[config.mk]
export PLATFORM = sky130hd
export DESIGN_NAME = lfsr_mask_gen
export DESIGN_NICKNAME = d
export VERILOG_FILES = /design/src/rtl/mask_pkg.sv /design/src/rtl/lfsr32_core.sv /design/src/rtl/lfsr_mask_gen.sv
export SDC_FILE = /design/constraint.sdc
export NUM_CORES = 1
export LEC_CHECK = 0
export ABC_AREA = 1
export CORE_MARGIN = 2
export CORE_UTILIZATION = 50
export CTS_CLUSTER_DIAMETER = 150
export DETAILED_ROUTE_END_ITERATION = 10
export PLACE_DENSITY = 0.83
export SYNTH_ARGS = -nofsm -noshare
export SYNTH_HDL_FRONTEND = slang
export SYNTH_HIERARCHICAL = 1
export SYNTH_SLANG_ARGS = --single-unit
[constraint.sdc]
create_clock -name clk_i -period 6.9 [get_ports clk_i]
set_input_delay 1.035 -clock clk_i [delete_from_list [all_inputs] [get_ports clk_i]]
set_output_delay 1.035 -clock clk_i [all_outputs]
set_load 0.05 [all_outputs]
[src/rtl/mask_pkg.sv]
// Shared definitions for the LFSR mask generator: feedback polynomial, FSM
// state encoding and the Galois step functions (also used as a reference model).
package mask_pkg;

    localparam logic [31:0] POLY = 32'h8020_0003;

    typedef enum logic [1:0] {
        WARM = 2'd0,
        RUN  = 2'd1,
        HOLD = 2'd2
    } state_t;

    function automatic logic [31:0] lfsr_step(input logic [31:0] s);
        logic [31:0] n;
        n = s >> 1;
        if (s[0]) begin
            n = n ^ POLY;
        end
        return n;
    endfunction

    function automatic logic [31:0] lfsr_step32(input logic [31:0] s);
        logic [31:0] n;
        n = s;
        for (int i = 0; i < 32; i++) begin
            n = lfsr_step(n);
        end
        return n;
    endfunction

endpackage

[src/rtl/lfsr32_core.sv]
// 32-bit Galois LFSR state register with seed mux; advances 32 single steps
// per enabled cycle. A seed load takes priority over a step.
module lfsr32_core
    import mask_pkg::*;
#(
    parameter logic [31:0] SEED = 32'hACE1_2468
) (
    input  logic        clk,
    input  logic        rst,
    input  logic        load,
    input  logic [31:0] seed,
    input  logic        step,
    output logic [31:0] lfsr
);

    logic [31:0] lfsr_q;
    logic [31:0] lfsr_d;
    logic [31:0] seed_sel;

    // An all-zero state would lock the LFSR, so zero seeds fall back to SEED.
    assign seed_sel = (seed == 32'd0) ? SEED : seed;

    always_comb begin
        lfsr_d = lfsr_q;
        if (load) begin
            lfsr_d = seed_sel;
        end else if (step) begin
            lfsr_d = lfsr_step32(lfsr_q);
        end
    end

    always_ff @(posedge clk or posedge rst) begin
        if (rst) begin
            lfsr_q <= SEED;
        end else begin
            lfsr_q <= lfsr_d;
        end
    end

    assign lfsr = lfsr_q;

endmodule

[src/rtl/lfsr_mask_gen.sv]
// Pseudo-random 32-bit mask source with warm-up after every seed and a reseed
// request after RESEED_PERIOD issued masks. Define MASK_GEN_STRICT_RESEED_EN to
// stop issuing (HOLD) once the period is reached until a new seed arrives.
module lfsr_mask_gen
    import mask_pkg::*;
#(
    parameter logic [31:0] SEED          = 32'hACE1_2468,
    parameter int          WARMUP        = 4,
    parameter int          RESEED_PERIOD = 1024
) (
    input  logic        clk_i,
    input  logic        rst_i,
    input  logic        seed_valid_i,
    input  logic [31:0] seed_i,
    output logic        mask_valid_o,
    input  logic        mask_ready_i,
    output logic [31:0] mask_o,
    output logic        reseed_req_o,
    output logic        busy_o
);

    localparam logic [7:0]  WARM_LAST = 8'(WARMUP - 1);
    localparam logic [15:0] PERIOD    = 16'(RESEED_PERIOD);

    state_t      state;
    state_t      state_next;
    logic [7:0]  warm_cnt;
    logic [15:0] issue_cnt;
    logic        handshake;
    logic        lfsr_step_en;

    assign handshake    = mask_valid_o & mask_ready_i;
    assign lfsr_step_en = (state == WARM) | handshake;

    lfsr32_core #(
        .SEED (SEED)
    ) u_core (
        .clk  (clk_i),
        .rst  (rst_i),
        .load (seed_valid_i),
        .seed (seed_i),
        .step (lfsr_step_en),
        .lfsr (mask_o)
    );

    always_ff @(posedge clk_i or posedge rst_i) begin
        if (rst_i) begin
            state <= WARM;
        end else begin
            state <= state_next;
        end
    end

    always_comb begin
        state_next = state;
        case (state)
            WARM: begin
                if (warm_cnt == WARM_LAST) begin
                    state_next = RUN;
                end
            end
            RUN: begin
`ifdef MASK_GEN_STRICT_RESEED_EN
                if ((issue_cnt == PERIOD) ||
                    (handshake && (issue_cnt == PERIOD - 16'd1))) begin
                    state_next = HOLD;
                end
`else
                state_next = RUN;
`endif
            end
            HOLD: begin
                state_next = HOLD;
            end
            default: begin
                state_next = WARM;
            end
        endcase
        // A seed load overrides everything, including a same-cycle handshake.
        if (seed_valid_i) begin
            state_next = WARM;
        end
    end

    always_comb begin
        mask_valid_o = 1'b0;
        busy_o       = 1'b0;
        reseed_req_o = (issue_cnt == PERIOD);
        case (state)
            WARM:    busy_o       = 1'b1;
            RUN:     mask_valid_o = 1'b1;
            HOLD:    mask_valid_o = 1'b0;
            default: busy_o       = 1'b1;
        endcase
    end

    // The issue count saturates so the reseed request stays latched until a seed load.
    always_ff @(posedge clk_i or posedge rst_i) begin
        if (rst_i) begin
            warm_cnt  <= 8'd0;
            issue_cnt <= 16'd0;
        end else if (seed_valid_i) begin
            warm_cnt  <= 8'd0;
            issue_cnt <= 16'd0;
        end else begin
            if (state == WARM) begin
                warm_cnt <= warm_cnt + 8'd1;
            end
            if (handshake && (issue_cnt != PERIOD)) begin
                issue_cnt <= issue_cnt + 16'd1;
            end
        end
    end

endmodule

==> impl_metrics.ini, run 1 <==
[final_layout]
regArea_mm2 = 0.001468
nFillCells = 856
stdcell_count = 858
n_antenna_cell = 0
syn2layout_area_growth_pct = 20.80
final_common_cell = nand2_1
layout-drive-gt1-share = 0.1674
multi_input_area_mm2 = 0.002929
final_cell_mix = nand2_1 (137), nand3_1 (72), clkdlybuf4s50_1 (70)
fin_nets = 766

[clock_tree]
cts_buffers = 9
clockBufferDepth = 2
hold_buffers = 0
cts_root_buffer = clkbuf_8
cts.repair.resized = 0
cts.sinks = 58
clkTransAtPathRegs_ns = 0.07
clock_latency_ns = 0.36
cts_tree = built
cts_setup_buffers = 0
htree_levels = 3

[setup_path]
max_stage_delay_ns = 0.57
startpoint_type = flop
ff2ff_setup_slack_ns = 1.38
arrival_ns = 5.71
r2r_start = u_core/lfsr[0]$_DFFE_PP0P_
worstPathRequired_ns = 7.09
end_kind = flop
critPathMostFrequentCell = nand2_2
worstPathMaxFanout = 8
critPathKind = reg2reg
cp_slowest_cell = dfrtp_1
r2r_end = u_core/lfsr[0]$_DFFE_PP0P_
r2r_cells = 41

[timing]
finalHoldViolations = 0
min_period_ns = 5.521
rsz0062_at_grt = false
fmax_ghz = 0.1811
setup_tns_ns = 0
clock_skew_ns = 0.007919
drv_slew = 0
final-setup-viol-count = 0
period_share = 0.8001
slew_headroom = 0.2943
max_slew.worst_pin.slew_ns = 1.057

[synth]
syn_area_per_cell_um2 = 7.252
yosys_warnings = 6
synthesis.area_mm2 = 0.004765
ys_types = 39
synthCells = 657
synth.top_cell.area_share = 0.2363
ys_async_sr_fraction = 1.000
synth_enable_flop_cells = 0
yosys-top-cells-area = dfrtp_1 (24%), nand2_1 (11%), nand3_1 (7.6%)
yosys_register_bits = 58
yosysTopAreaCell = dfrtp_1
synth-seq-area-share = 0.3080
syn-num-nets = 699
synthFlopType = dfrtp_1

[outcome]
status = finished clean

[placement]
place_congestion = 0.9967
placed_cells = 842
hpwl_mm = 11.40
port-buffer-count = 70

[floorplan]
die_h_um = 101.6
core_mm2 = 0.009240
ios = 71
fp.dieArea_mm2 = 0.01033
start_util = 0.5156
die_w_um = 101.6
std_cell_rows = 35

[route]
met2_length_mm = 7.202
routed_wl_mm = 15.06
antenna_left = 0
wl_met1_mm = 6.119
drtPass1Iterations = 6
vias = 4907
top_layer_used = met4
dr_wl_met3_mm = 1.195
drc_errors = 0
initialDrtViolationCount = 396
wl_per_cell_um = 17.55
vias_per_cell = 5.719

[worst_hold_path]
hold_path.class = reg2reg
min_from = u_core/lfsr[21]$_DFFE_PP1P_
hold_path_depth = 2
min_to = u_core/lfsr[21]$_DFFE_PP1P_

[grt]
gr-total-overflow = 0
grt_max_degree = 42
grt_usage = 0.2980
antenna_found_initial = 0
grt_pass1_wl_mm = 23.49
grt_pass1_vias = 4746

[job]
maxCapViolCount = 0
[state kept, by name (all words and copies together) (netlist names)]
| register | count |
|---|---|
| u_core/lfsr | 32 |
| issue_cnt | 16 |
| warm_cnt | 8 |
| state | 2 |
[how the worst max path moves through the flow]
stage          slack [ns]                          to  cells after the start                  startpoint
4_1_cts              1.54  u_core/lfsr[0]$_DFFE_PP0P_                     41  u_core/lfsr[0]$_DFFE_PP0P_
3_5_place_dp         1.57  u_core/lfsr[0]$_DFFE_PP0P_                     41  u_core/lfsr[0]$_DFFE_PP0P_
2_1_floorplan        2.15  u_core/lfsr[1]$_DFFE_PP0P_                     44  u_core/lfsr[0]$_DFFE_PP0P_
6_report             1.38  u_core/lfsr[0]$_DFFE_PP0P_                     41  u_core/lfsr[0]$_DFFE_PP0P_
5_1_grt              1.08  u_core/lfsr[1]$_DFFE_PP0P_                     43  u_core/lfsr[0]$_DFFE_PP0P_
3_3_place_gp         1.69  u_core/lfsr[0]$_DFFE_PP0P_                     41  u_core/lfsr[0]$_DFFE_PP0P_
[worst max-delay path, delay by kind of cell, from the launching register on]
kind,cells,cell delay (ns)
AOI/OAI and AO/OA,2,0.27
xor gates and xnor gates,2,0.68
buffers and inverters,2,0.22
DFF,1,0.57
and+or+nand+nor,35,3.61
[synthesized netlist by cell type (10+ instances only)]
cell / n
nand2_1: 137
nand3_1: 72
inv_1: 62
nor2_1: 58
nand2_2: 48
dfrtp_1: 45
o21ai_0: 42
xor2_1: 24
nand4_1: 18
a21oi_1: 14
nand3_2: 14
dfstp_2: 13
nand2_4: 10
[layer usage]
layer,vias to the layer above,global-route usage
li1,2319,-
met1,2295,0.3687
met2,246,0.5061
met3,47,0.04486
met4,0,0.1476
met5,-,0
[cells by family (layout without fill, tap and decap cells)]
family	Yosys count	after routing	share of synthesized area
adder cells (fa/ha/maj)	6	6	0.01576
flip-flops	58	58	0.3080
AND/OR/NAND/NOR	378	378	0.4036
XOR/XNOR	38	38	0.08745
AO/OA/AOI/OAI	88	88	0.1079
buffers and inverters	89	161	0.07721
[through the flow]
stage | instance area [um2] | setup slack [ns] | hold slack, ns | util
after floorplan | 4765 | 2.147 | 0.4778 | -
after global placement | 5560 | 1.694 | 0.5025 | 0.6018
after global routing | 5756 | 1.080 | 0.5476 | 0.6229
after detailed placement | 5560 | 1.565 | 0.5000 | 0.6018
after CTS | 5756 | 1.540 | 0.5101 | 0.6229
final | 5756 | 1.379 | 0.5099 | 0.6229
[area by class of cell]
type,count,share of cell area
clock inverter,5,0.009348
inverter,72,0.04848
timing repair buffer,73,0.1257
tap,129,0.02804
clock buffer,11,0.02457
multi-input combinational,510,0.5089
sequential,58,0.2550
Power of run 1 is not shown: default switching activity piles up to over one toggle a cycle in this logic, so the estimate is an artifact.
==> run 2: changes to the inputs <==
clock period = 5.4 ns   (was 6.9 ns; I/O delays follow)
==> run 2 against run 1 <==
Net effect:
- wire length up 6.3%
- critical path type unchanged
- sequential share of layout area is 1.5 points lower
- maximum frequency up 6.0%
- die area unchanged
- critical path depth grew 3
- count of clock-buffer cells in the layout unchanged
- design area up 6.6%
- non-clock buffer count is 19 higher
- utilization increased by 4.1 points
- clock skew increased by 0.0077 ns
- global-route usage increased by 1.1 points
- via count up 3.5%
==> impl_metrics.ini, run 2 (synthesis gave the netlist of run 1 again) <==
[grt]
grt_pass1_wl_mm = 24.32
grt_max_degree = 33
gr-total-overflow = 0
grt_pass1_vias = 4746
antenna_found_initial = 0
grt_usage = 0.3094

[route]
drc_errors = 0
wl_per_cell_um = 18.26
vias = 5078
drtPass1Iterations = 5
routed_wl_mm = 16.01
vias_per_cell = 5.790
antenna_left = 0
initialDrtViolationCount = 499

[setup_path]
end_kind = flop
worstPathMaxFanout = 8
critPathKind = reg2reg
path_buf_inv = 4
critPathMostFrequentCell = nand2_2
worstPathRequired_ns = 5.63
ff2ff_setup_slack_ns = 0.19
crit_family = simple AND/OR/NAND/NOR gates
worstSetupPathDepth = 44
r2r_end = u_core/lfsr[1]$_DFFE_PP0P_
r2r_cells = 44
arrival_ns = 5.44
max_stage_delay_ns = 0.48
r2r_start = u_core/lfsr[0]$_DFFE_PP0P_
startpoint_type = flop
cp_slowest_cell = dfrtp_2

[final_layout]
final_area_mm2 = 0.006133
n_antenna_cell = 0
final_common_cell = nand2_1
layout-drive-gt1-share = 0.2353
syn2layout_area_growth_pct = 28.73
nFillCells = 788
final_cell_mix = nand2_1 (132), clkdlybuf4s50_1 (70), inv_1 (59)
fin_nets = 785
largest_register_ff_count = 32

[floorplan]
die_w_um = 101.6
start_util = 0.5156
std_cell_rows = 35
die_h_um = 101.6
core_mm2 = 0.009240
ios = 71
fp.dieArea_mm2 = 0.01033

[worst_hold_path]
hold_path.class = reg2reg
min_to = u_core/lfsr[29]$_DFFE_PP1P_
hold_path_depth = 2
min_from = u_core/lfsr[29]$_DFFE_PP1P_

[clock_tree]
hold_buffers = 0
cts_root_buffer = clkbuf_8
clockBufferDepth = 2
htree_levels = 3
clock_latency_ns = 0.36
cts_buffers = 9
cts.sinks = 58
cts_tree = built
clkTransAtPathRegs_ns = 0.09

[job]
maxCapViolCount = 0

[timing]
max_slew.worst_pin.slew_ns = 1.044
slew_headroom = 0.3032
finalHoldViolations = 0
period_share = 0.9647
drv_slew = 0
clock_skew_ns = 0.01565
fmax_ghz = 0.1920
min_period_ns = 5.209
final-setup-viol-count = 0

[placement]
port-buffer-count = 70
dpl-instance-area_mm2 = 0.005560
place_congestion = 1.048
hpwl_mm = 11.54

[outcome]
status = finished clean
==> run 2: cell count changes in the layout (fill, tap and decap cells not counted), moves of 3 or more <==
cell and change:
nand2_4 +7, nand3_1 -23, nand2_1 -5, inv_1 -3, buf_4 +19, nand3_4 +10
nand3_2 +13
==> run 2: layout make-up <==
cell class                      count  area, um2  area share
Multi-Input combinational cell    510       3181      0.5186
Sequential cell                    58       1470      0.2397
Timing Repair Buffer               92      865.8      0.1412
Inverter                           72      284.0     0.04631
Tap cell                          129      161.4     0.02632
Clock buffer                       11      141.4     0.02305
Clock inverter                      5      30.03    0.004896
==> run 2: per-stage QoR <==
| step | util | setup TNS (ns) | setup WS, ns | std cells | hold WS [ns] |
|---|---|---|---|---|---|
| 2_1_floorplan | - | 0 | 0.6472 | 657 | 0.4778 |
| 3_3_place_gp | 0.6018 | 0 | 0.1371 | 842 | 0.5089 |
| 3_5_place_dp | 0.6018 | 0 | 0.03913 | 842 | 0.5153 |
| 4_1_cts | 0.6203 | 0 | 0.005291 | 858 | 0.5250 |
| 5_1_grt | 0.6638 | -0.2402 | -0.09225 | 877 | 0.5476 |
| 6_report | 0.6638 | 0 | 0.1907 | 877 | 0.5288 |
==> run 2: worst max path at each step <==
stage                                          start                    endpoint  slack [ns]
after floorplan           u_core/lfsr[0]$_DFFE_PP0P_  u_core/lfsr[1]$_DFFE_PP0P_        0.65
after global routing      u_core/lfsr[0]$_DFFE_PP0P_  u_core/lfsr[1]$_DFFE_PP0P_       -0.09
after global placement    u_core/lfsr[0]$_DFFE_PP0P_  u_core/lfsr[1]$_DFFE_PP0P_        0.14
after CTS                 u_core/lfsr[0]$_DFFE_PP0P_  u_core/lfsr[1]$_DFFE_PP0P_       0.005
final                     u_core/lfsr[0]$_DFFE_PP0P_  u_core/lfsr[1]$_DFFE_PP0P_        0.19
after detailed placement  u_core/lfsr[0]$_DFFE_PP0P_  u_core/lfsr[1]$_DFFE_PP0P_        0.04
==> run 2: timing repair <==
item                                    4_1_cts  5_1_grt
buffers inserted                              0       19
endpoints found under the setup margin        0       11
gates resized for setup                       0       55
==> run 2: tightest hold or removal path, stage by stage, from the launching register on <==
cell and delay, ns:
dfstp_2 0.40, nand2_1 0.06, nand3_1 0.07
==> run 2: per-layer routing <==
layer	GRT usage	wire (um)	up-vias	part of all wire
li1	-	-	2359	-
met5	0	0	-	0
met1	0.3816	5991	2353	0.37
met3	0.04969	1414	70	0.088
met4	0.1570	854	0	0.053
met2	0.5223	7753	296	0.48
Power of run 2 is left out for the same reason.
